$ cat src/rtl/ifu_lsu_rd_arbiter.sv
// Two-master AXI-lite read arbiter: merges fetch and load/store AR channels onto one
// memory read port and steers in-order R responses back through a 1-bit routing FIFO.
module ifu_lsu_rd_arbiter #(
    parameter int DEPTH = 4
) (
    input  logic        clk,
    input  logic        rst_n,
    input  logic        ifu_arvalid,
    output logic        ifu_arready,
    input  logic [63:0] ifu_araddr,
    output logic        ifu_rvalid,
    input  logic        ifu_rready,
    output logic [1:0]  ifu_rresp,
    output logic [63:0] ifu_rdata,
    input  logic        lsu_arvalid,
    output logic        lsu_arready,
    input  logic [63:0] lsu_araddr,
    output logic        lsu_rvalid,
    input  logic        lsu_rready,
    output logic [1:0]  lsu_rresp,
    output logic [63:0] lsu_rdata,
    output logic        mem_arvalid,
    input  logic        mem_arready,
    output logic [63:0] mem_araddr,
    input  logic        mem_rvalid,
    output logic        mem_rready,
    input  logic [1:0]  mem_rresp,
    input  logic [63:0] mem_rdata
);
    localparam int PW = $clog2(DEPTH);
    localparam int CW = PW + 1;

    logic [DEPTH-1:0] route_r;
    logic [CW-1:0]    wr_ptr_r;
    logic [CW-1:0]    rd_ptr_r;
    logic [CW-1:0]    count_r;
    logic             last_grant_r;
    logic             lock_r;
    logic             lock_src_r;

    logic full_s;
    logic empty_s;
    logic req_ifu_s;
    logic req_lsu_s;
    logic has_grant_s;
    logic grant_s;
    logic head_s;
    logic ar_hs_s;
    logic r_hs_s;

    assign full_s    = (count_r == CW'(DEPTH));
    assign empty_s   = (count_r == {CW{1'b0}});
    assign req_ifu_s = ifu_arvalid & ~full_s;
    assign req_lsu_s = lsu_arvalid & ~full_s;
    assign head_s    = route_r[rd_ptr_r[PW-1:0]];

    // Grant selection: a stalled offer stays locked, otherwise round-robin on ties.
    always_comb begin
        has_grant_s = 1'b0;
        grant_s     = 1'b0;
        if (lock_r) begin
            has_grant_s = 1'b1;
            grant_s     = lock_src_r;
        end else if (req_ifu_s && req_lsu_s) begin
            has_grant_s = 1'b1;
            grant_s     = ~last_grant_r;
        end else if (req_ifu_s) begin
            has_grant_s = 1'b1;
            grant_s     = 1'b0;
        end else if (req_lsu_s) begin
            has_grant_s = 1'b1;
            grant_s     = 1'b1;
        end else begin
            has_grant_s = 1'b0;
            grant_s     = 1'b0;
        end
    end

    assign mem_arvalid = has_grant_s & (grant_s ? lsu_arvalid : ifu_arvalid) & ~full_s;
    assign mem_araddr  = has_grant_s ? (grant_s ? lsu_araddr : ifu_araddr) : 64'd0;
    assign ifu_arready = has_grant_s & ~grant_s & mem_arready & ~full_s;
    assign lsu_arready = has_grant_s &  grant_s & mem_arready & ~full_s;

    assign ifu_rvalid = mem_rvalid & ~empty_s & ~head_s;
    assign lsu_rvalid = mem_rvalid & ~empty_s &  head_s;
    assign mem_rready = ~empty_s & (head_s ? lsu_rready : ifu_rready);
    assign ifu_rresp  = mem_rresp;
    assign lsu_rresp  = mem_rresp;
    assign ifu_rdata  = mem_rdata;
    assign lsu_rdata  = mem_rdata;

    assign ar_hs_s = mem_arvalid & mem_arready;
    assign r_hs_s  = mem_rvalid & mem_rready;

    // Routing FIFO, arbitration history and AR lock state.
    always_ff @(posedge clk or negedge rst_n) begin
        if (!rst_n) begin
            route_r      <= {DEPTH{1'b0}};
            wr_ptr_r     <= {CW{1'b0}};
            rd_ptr_r     <= {CW{1'b0}};
            count_r      <= {CW{1'b0}};
            last_grant_r <= 1'b1;
            lock_r       <= 1'b0;
            lock_src_r   <= 1'b0;
        end else begin
            if (ar_hs_s) begin
                route_r[wr_ptr_r[PW-1:0]] <= grant_s;
                wr_ptr_r                  <= wr_ptr_r + CW'(1);
                last_grant_r              <= grant_s;
                lock_r                    <= 1'b0;
            end else if (mem_arvalid) begin
                // Offer was not taken: pin the grant so address and valid stay stable.
                lock_r     <= 1'b1;
                lock_src_r <= grant_s;
            end
            if (r_hs_s) begin
                rd_ptr_r <= rd_ptr_r + CW'(1);
            end
            case ({ar_hs_s, r_hs_s})
                2'b10:   count_r <= count_r + CW'(1);
                2'b01:   count_r <= count_r - CW'(1);
                default: count_r <= count_r;
            endcase
        end
    end
endmodule

$ cat config.mk
export PLATFORM = sky130hd
export DESIGN_NAME = ifu_lsu_rd_arbiter
export DESIGN_NICKNAME = d
export VERILOG_FILES = /design/src/rtl/ifu_lsu_rd_arbiter.sv
export SDC_FILE = /design/constraint.sdc
export NUM_CORES = 1
export LEC_CHECK = 0
export ABC_AREA = 1
export BUFFER_PORTS_ARGS = -buffer_cell sky130_fd_sc_hd__buf_2
export CAP_MARGIN = 20
export CORE_AREA = 2 2 156 158
export CTS_BUF_LIST = sky130_fd_sc_hd__clkbuf_4 sky130_fd_sc_hd__clkbuf_8 sky130_fd_sc_hd__clkbuf_16
export DETAILED_ROUTE_END_ITERATION = 8
export DIE_AREA = 0 0 158 160
export GPL_ROUTABILITY_DRIVEN = 0
export MAX_ROUTING_LAYER = met4
export PLACE_DENSITY = 0.41
export SLEW_MARGIN = 10
export SYNTH_ARGS = -nofsm -noshare
export SYNTH_HDL_FRONTEND = slang
export SYNTH_SLANG_ARGS = --single-unit
$ cat constraint.sdc
create_clock -name clk -period 2.7 [get_ports clk]
set_input_delay 0.135 -clock clk [delete_from_list [all_inputs] [get_ports clk]]
set_output_delay 0.135 -clock clk [all_outputs]
set_load 0.01 [all_outputs]
==> results of run 1 <==
==> worst paths after layout <==
check,endpoint,start,slack [ns],depth (start not counted)
setup reg to reg,count_r[2],rd_ptr_r[0],0.38,13
min in group asynchronous,count_r[2],rst_n,0.32,2
hold / removal,rd_ptr_r[1],mem_rvalid,0.19,3
hold reg to reg,last_grant_r,last_grant_r,0.47,2
max in group asynchronous,last_grant_r,rst_n,2.08,2
setup / recovery,count_r[2],rd_ptr_r[0],0.38,13
==> cells by family (layout without fill, tap and decap cells) <==
family / Yosys count / after routing / synth area share
AOI/OAI and AO/OA: 9 / 9 / 0.01614
DFF: 14 / 14 / 0.1260
and+or+nand+nor: 252 / 252 / 0.3891
adders and majority gates: 6 / 6 / 0.02958
other: 0 / 1 / 0
buffers and inverters: 168 / 231 / 0.4299
xor gates and xnor gates: 3 / 3 / 0.009415
==> metal layers <==
metal	vias up	part of all wire
li1	1415	-
met1	1204	0.33
met2	217	0.49
met3	43	0.15
met4	0	0.032
met5	-	0
==> worst max-delay path, stage by stage (launching register included) <==
cell and delay [ns]:
dfrtp_1 0.42, inv_1 0.10, nand2_1 0.05, nand3_1 0.08, nand2_1 0.09, o21ai_1 0.24
nand3_1 0.17, inv_1 0.09, ha_1 0.14, inv_1 0.06, fa_1 0.38, a21oi_1 0.14
o21ai_0 0.10, xor2_1 0.15
==> repair_timing <==
| item | CTS | global route |
|---|---|---|
| hold buffers | 1 | 0 |
| endpoints found under the hold margin | 13 | 0 |
| gates resized for setup | 0 | 0 |
==> area by class of cell <==
cell class / count / area share
flip-flops and latches: 14 / 0.1080
well taps: 324 / 0.1245
inverters: 15 / 0.01729
clock buffers: 4 / 0.02729
multi-input cells: 270 / 0.3824
repair buffers: 212 / 0.3397
diodes: 1 / 0.0007686
==> placed cells by master (no fill, tap or decap), types with 4 or more instances in the layout <==
cell | synthesis | routed
nand2_1 | 161 | 161
nand4_1 | 6 | 6
buf_2 | 5 | 205
nand3_1 | 73 | 72
buf_4 | 136 | 4
inv_1 | 13 | 13
a21oi_1 | 4 | 4
ha_1 | 5 | 5
dfrtp_1 | 13 | 13
==> power breakdown <==
part | leakage [nW] | internal [mW] | switching, mW
Combinational | 1.71 | 0.973 | 1.63
Clock | 0.0442 | 0.224 | 0.0860
Sequential | 0.171 | 0.318 | 0.0838
Total | 1.92 | 1.52 | 1.79
==> sequential cells by signal (all words and copies together), names as in the netlist <==
signal	count
count_r	3
route_r	4
rd_ptr_r	2
last_grant_r	1
wr_ptr_r	2
lock_src_r	1
lock_r	1
==> through the flow <==
step           total power [mW]  cell area, um^2  setup WS, ns
2_1_floorplan             2.270             2791        0.5788
3_3_place_gp              3.082             3154        0.3476
3_5_place_dp              3.064             3154        0.3575
4_1_cts                   3.390             3253        0.3553
5_1_grt                   3.701             3256        0.1093
6_report                  3.310             3256        0.3788
==> results.md, run 1 <==
* CTS root buf: clkbuf_16
* Cell with the most instances after synthesis: nand2_1
* Area leader, netlist: buf_4
* Period minus WS final at 2.321 ns
* Postcts setup bufs at 0
* Slew @ Worst Pin at 0.4600 ns
* WL final at 11,340 um
* TNS Setup at 0 ns
* Area contributors post-synth: buf_4, nand2_1, nand3_1
* CP required at 2.82 ns
* Worst slew margin at 0.6934
* Top FF cell, synth: dfrtp_1
* Worst hold margin at 0.1927 ns
* Post-synth cell types at 25
* Worst vdd ir at 0.3719 mV
* GRT busiest layer: met2
* Met1 global-route usage at 0.07735
* Pin count of the biggest net entering global routing at 40
* CTS max path bufs at 2
* Die width at 158 um
* Final setup vio count at 0
* Max Cap Viol at 0
* DRT Pass-1 Iters at 4
* Clk sinks at 14
* Reg clk slew, reported paths at 0.05 ns
* Final Hold Fails at 0
* Multi-input logic area at 1245 um^2
* Global-route wire length before repair at 15,440 um
* Worst Setup End Kind: register
* CTS tree: done
* Clk_lat worst skew at 0.25 ns
* Syn Area/Cell at 6.176 um^2
* Fill cell count at 2,843
* Post-DRT Antenna Nets at 0
* DRC at 0
* Sequential Area at 351.6 um^2
* Lkg Pwr at 1.922 nW
* Top post-synthesis cells by count: nand2_1, buf_4, nand3_1, dfrtp_1, inv_1
* Met3 Usage GRT at 0.03962
* DR iter-0 viols at 128
* Die area at 25,280 um^2
* Starting density of the core at 0.1172
* Skew final at 0.006016 ns
* Std-Cell Rows at 57
* CP max FO at 5
* Highest clock rate at 0.4308 GHz
* Initial antenna violation count at 1
* Htree depth at 1
* Status: completed
* Layout area overhead at 16.63%
* Hold/Removal Path Class: input pin to register
* PwrDens at 1017 nW/um^2
* Slew Limit Fails at 0
* Crit path kind: register to register
* WP data arrival at 2.44 ns
* Post-Synthesis Net Count at 660
* Sequential share of the synthesized area at 0.1260
* Avg Vias per Cell at 3.427
* Share of cells above drive strength 1 at 0.4388
* Synth warn at 0
* PortBufs at 205
* Flops & latches, synth at 14
* Post-Syn Instances at 452
* Vias in the first global route at 2,660
* Core area at 23,820 um^2
* Final Util at 0.1367
* Tcrit/Tclk final at 0.8597
* HPWL Detailed at 9507 um
* Synth Cell Area at 2791 um^2
* Via count at 2,879
* Unrepaired setup endpoints after global routing: false
* Synth top area share at 0.3658
* Post-synth EDFFs at 0
* Num CTS Buffers at 3
* I/O pins at 404
* Die height at 160 um
* Nets@finish at 724
* Grt met2 use at 0.1486
* WL per Instance at 13.50 um
* GRT Util Overall at 0.08336
* Inst Count DP at 834
* Post-Layout Cell Count at 840
* GRT Residual Overflow at 0
* Startpoint types: register
* Post-synth ARST share at 1.000
Power figures use the tool's default switching activity.
==> inputs of run 2 (changes only) <==
CELL_PAD_IN_SITES_DETAIL_PLACEMENT = 1   (was default)
CELL_PAD_IN_SITES_GLOBAL_PLACEMENT = 1   (was default)
CORE_AREA = 2 2 157 159   (was 2 2 156 158)
DIE_AREA = 0 0 159 161   (was 0 0 158 160)
PLACE_DENSITY = 0.61   (was 0.41)
==> run 2 against run 1 <==
Against the previous run:
- sequential power barely moved
- count of clock-buffer cells in the layout unchanged
- utilization decreased by 0.18 points
- final area down 0.69%
- die area is 1.3% higher
- total power rose by 0.30%
- fmax fell by 2.8%
- routed wire length is 1.4% higher
- critical path depth unchanged
- clock skew up 0.00090 ns
- clock power up 3%
- first-iteration DRC count down 34%
==> results.md, run 2 (synthesis results as in run 1) <==
* PwrDens at 1027 nW/um^2
* Layout area overhead at 15.82%
* Reg power frac at 0.121
* Via count at 2,958
* WP data arrival at 2.51 ns
* Core area at 23,960 um^2
* Clk sinks at 14
* Nets@finish at 723
* Postcts setup bufs at 0
* Final Hold Fails at 0
* Int Power at 1.485 mW
* Switching Share at 0.5526
* Die height at 161 um
* Global-route wire length before repair at 17,170 um
* Most frequent cells in the layout: buf_2, nand2_1, nand3_1
* Starting density of the core at 0.1165
* Worst slew margin at 0.7073
* Commonest non-fill, non-tap cell in the layout: buf_2
* Unrepaired setup endpoints after global routing: false
* WL per Instance at 13.72 um
* Reg clk slew, reported paths at 0.05 ns
* Switching power at 1.835 mW
* N_diodes at 0
* Period minus WS final at 2.387 ns
* CP max FO at 10
* Status: completed
* Final Util at 0.1349
* Worst Setup End Kind: register
* DR iter-0 viols at 85
* Combinational fraction of design power at 0.783
* Vias in the first global route at 3,071
* TNS Setup at 0 ns
* CTS max path bufs at 2
* Post-cts sizing count at 0
* Worst vdd ir at 0.4161 mV
* GRT Residual Overflow at 0
* Pin count of the biggest net entering global routing at 66
* Lkg Pwr at 1.912 nW
* DRT Pass-1 Iters at 4
* Fill cell count at 3,075
* Share of cells above drive strength 1 at 0.4377
* HPWL Detailed at 9385 um
* CTS root buf: clkbuf_16
* Top reg by flops: route_r
* Startpoint types: register
* Die area at 25,600 um^2
* Final setup vio count at 0
* I/O pins at 404
* Highest clock rate at 0.4189 GHz
* Num CTS Buffers at 3
* Clk_lat worst skew at 0.25 ns
* Hold/Removal Path Class: input pin to register
* Avg Vias per Cell at 3.530
* Slew @ Worst Pin at 0.4391 ns
* Biggest regs: route_r (4), count_r (3)
* Initial antenna violation count at 0
* Max reg flops at 4
* Post-DRT Antenna Nets at 0
* DRC at 0
* Crit path kind: register to register
* CTS tree: done
* WL final at 11,500 um
* PortBufs at 205
* Die width at 159 um
* Skew final at 0.006914 ns
* GRT Util Overall at 0.08645
* Std-Cell Rows at 57
* CP required at 2.83 ns
* Slew Limit Fails at 0
* Htree depth at 1
* Max Cap Viol at 0
* Tcrit/Tclk final at 0.8841
* Clock Power Share at 0.096
run 2: cell count changes in the layout (fill, tap and decap cells not counted), sizes merged:
cell,before,now
buf,211,210
diode,1,0
run 2: cell type report:
class / count / area (um^2) / share of cell area
flip-flops and latches: 14 / 351.6 / 0.1087
clock buffers: 4 / 88.84 / 0.02748
well taps: 324 / 405.4 / 0.1254
multi-input cells: 270 / 1245 / 0.3851
inverters: 15 / 56.30 / 0.01741
repair buffers: 211 / 1086 / 0.3359
run 2: final timing paths:
check | cells after the start | start | slack (ns) | endpoint
setup / recovery | 13 | count_r[0] | 0.31 | count_r[2]
hold / removal | 3 | mem_rvalid | 0.19 | rd_ptr_r[1]
setup reg to reg | 13 | count_r[0] | 0.31 | count_r[2]
hold reg to reg | 2 | last_grant_r | 0.47 | last_grant_r
max in group asynchronous | 2 | rst_n | 2.07 | last_grant_r
min in group asynchronous | 2 | rst_n | 0.33 | rd_ptr_r[1]
run 2: routing by layer:
| layer | global-route usage | wire length, um | up-vias |
|---|---|---|---|
| li1 | - | - | 1414 |
| met1 | 0.08258 | 3886 | 1297 |
| met2 | 0.1559 | 5770 | 179 |
| met3 | 0.02825 | 1272 | 68 |
| met4 | 0.04504 | 565 | 0 |
| met5 | - | 0 | - |
run 2: worst max-delay path, stage by stage (launching register included):
cell and delay [ns]:
dfrtp_1 0.41, nor2_2 0.15, nand2_2 0.11, nand2_1 0.10, nand3_1 0.18, nand2_2 0.17
nor2_4 0.08, inv_2 0.08, ha_1 0.14, inv_1 0.06, fa_1 0.37, a21oi_1 0.15
o21ai_0 0.11, xor2_1 0.15
run 2: what timing repair did:
| item | in CTS | in global routing |
|---|---|---|
| endpoints found under the hold margin | 13 | 0 |
| setup endpoints to repair | 0 | 0 |
| hold buffers | 1 | 0 |
run 2: power groups by stage:
stage / registers (mW) / logic, mW / clock network [mW]
after global placement: 0.398 / 2.63 / 0
after global routing: 0.418 / 2.95 / 0.336
after CTS: 0.403 / 2.67 / 0.324
after floorplan: 0.384 / 1.89 / 0
final: 0.401 / 2.60 / 0.320
after detailed placement: 0.406 / 2.66 / 0
run 2: stage by stage:
| stage | area [um^2] | hold WS (ns) | worst slack (ns) | power (mW) | instances |
|---|---|---|---|---|---|
| final | 3233 | 0.1864 | 0.3130 | 3.320 | 838 |
| after CTS | 3233 | 0.1909 | 0.3116 | 3.399 | 838 |
| after detailed placement | 3134 | 0.05714 | 0.3172 | 3.066 | 833 |
| after floorplan | 2791 | -0.1606 | 0.5788 | 2.270 | 452 |
| after global placement | 3134 | 0.05141 | 0.3741 | 3.024 | 833 |
| after global routing | 3233 | 0.2140 | 0.1008 | 3.702 | 838 |
==> inputs of run 3 (changes only) <==
CAP_MARGIN = default   (was 20)
PLACE_DENSITY = default   (was 0.61)
PLACE_DENSITY_LB_ADDON = 0.1   (was default)
==> run 3 against run 2 <==
Against the previous run:
- critical endpoint unchanged
- combinational power barely moved
- clock power fell by 5%
- utilization fell by 0.058 points
- routed wire length fell by 0.44%
- via count rose by 0.27%
- die area did not move
- final area fell by 0.43%
==> results.md, run 3 (synthesis results as in run 1) <==
* Avg Vias per Cell at 3.544
* CTS root buf: clkbuf_16
* Max reg flops at 4
* Clk_lat worst skew at 0.25 ns
* DRC at 0
* Die height at 161 um
* Worst slew margin at 0.4555
* Num CTS Buffers at 3
* Most common cell on crit path: inv_1
* CTS max path bufs at 2
* Die width at 159 um
* CP max stage delay at 0.42 ns
* Final Hold Fails at 0
* CP max-delay cell: dfrtp_1
* CTS tree: done
* Status: completed
* N_diodes at 0
* Tot Pwr at 3.307 mW
* I/O pins at 404
* Final setup vio count at 0
* Share of cells above drive strength 1 at 0.4366
* Slew Limit Fails at 0
* Post-DRT Antenna Nets at 0
* Vias in the first global route at 3,172
* Die area at 25,600 um^2
* WL final at 11,440 um
* PortBufs at 205
* Clk sinks at 14
* WP data arrival at 2.51 ns
* Post-Layout Cell Count at 837
* Pin count of the biggest net entering global routing at 72
* WL per Instance at 13.67 um
* CP required at 2.82 ns
* Starting density of the core at 0.1165
* DRT Pass-1 Iters at 4
* Commonest non-fill, non-tap cell in the layout: buf_2
* DR iter-0 viols at 94
* GRT Residual Overflow at 0
* PwrDens at 1027 nW/um^2
* Unrepaired setup endpoints after global routing: false
* Initial antenna violation count at 0
* Postcts setup bufs at 0
* Nets@finish at 722
* Std-Cell Rows at 57
* Global-route wire length before repair at 17,280 um
* Crit path kind: register to register
* Slew @ Worst Pin at 0.8168 ns
* Hold/Removal Path Class: input pin to register
* Final Util at 0.1343
* Worst hold margin at 0.1984 ns
* Reg clk slew, reported paths at 0.05 ns
* Biggest regs: route_r (4), count_r (3)
* Grt met2 use at 0.1708
* Startpoint types: register
* CP Cell Sequence: inv_1, nand2_1, nand3_1, nand2_1, o21ai_1, nand3_1, inv_1, ha_1, inv_1, fa_1, a21oi_1, o21ai_0, xor2_1
* Worst Setup End Kind: register
* Highest clock rate at 0.4178 GHz
* Period minus WS final at 2.394 ns
* GRT busiest layer: met2
* Met1 global-route usage at 0.08111
* Skew final at 0.008406 ns
* CP max FO at 5
* Max Cap Viol at 0
* Htree depth at 1
* Top reg by flops: route_r
* Inst Count DP at 832
* Core area at 23,960 um^2
* GRT Util Overall at 0.08615
* Met3 Usage GRT at 0.01977
* Layout area overhead at 15.33%
* Most frequent cells in the layout: buf_2, nand2_1, nand3_1
* Worst vdd ir at 0.3146 mV
* Via count at 2,966
* HPWL Detailed at 9260 um
* TNS Setup at 0 ns
* Lkg Pwr at 1.904 nW
* Tcrit/Tclk final at 0.8865
[run 3: changes by cell type in the layout (fill, tap and decap cells not counted), sizes merged]
cell and change:
buf -1
[run 3: final timing paths]
path	startpoint	endpoint	slack (ns)	cells after the start
worst max-delay path	rd_ptr_r[0]	count_r[2]	0.31	13
worst min-delay path	mem_rvalid	rd_ptr_r[1]	0.20	3
worst max register to register	rd_ptr_r[0]	count_r[2]	0.31	13
worst min register to register	last_grant_r	last_grant_r	0.48	2
max in group asynchronous	rst_n	last_grant_r	2.07	2
min in group asynchronous	rst_n	lock_r	0.33	2
[run 3: critical path, delay by kind of cell, from the launching register on]
family | cells | cell delay [ns]
XOR/XNOR | 1 | 0.15
AND/OR/NAND/NOR | 4 | 0.41
adder cells (fa/ha/maj) | 2 | 0.52
AO/OA/AOI/OAI | 3 | 0.49
flip-flops | 1 | 0.42
buffers and inverters | 3 | 0.28
[run 3: layout make-up]
cell class | count | area (um^2)
sequential | 14 | 351.6
multi-input combinational | 270 | 1245
tap | 324 | 405.4
fill | 3042 | 20740
inverter | 15 | 56.30
clock buffer | 4 | 82.58
timing repair buffer | 210 | 1079
[run 3: metrics by stage]
| stage | area, um^2 | setup slack [ns] |
|---|---|---|
| after floorplan | 2791 | 0.5788 |
| after global placement | 3127 | 0.3013 |
| after detailed placement | 3127 | 0.2914 |
| after CTS | 3219 | 0.2668 |
| after global routing | 3219 | 0.01533 |
| final | 3219 | 0.3064 |
[run 3: layer usage]
metal  part of all wire  vias up
met4              0.025        0
met2               0.54      192
met1               0.35     1326
met3              0.084       36
li1                   -     1412
met5                  0        -
[run 3: power breakdown]
group / internal, mW / switching, mW / total [mW]
sequential: 0.317 / 0.0876 / 0.405
combinational: 0.940 / 1.66 / 2.60
clock: 0.210 / 0.0934 / 0.303
total: 1.47 / 1.84 / 3.31
[run 3: repair_timing]
action | in CTS | in global routing
hold buffers | 1 | 0
hold endpoints to repair | 13 | 0
resized for setup | 0 | 0
setup endpoints to repair | 0 | 0
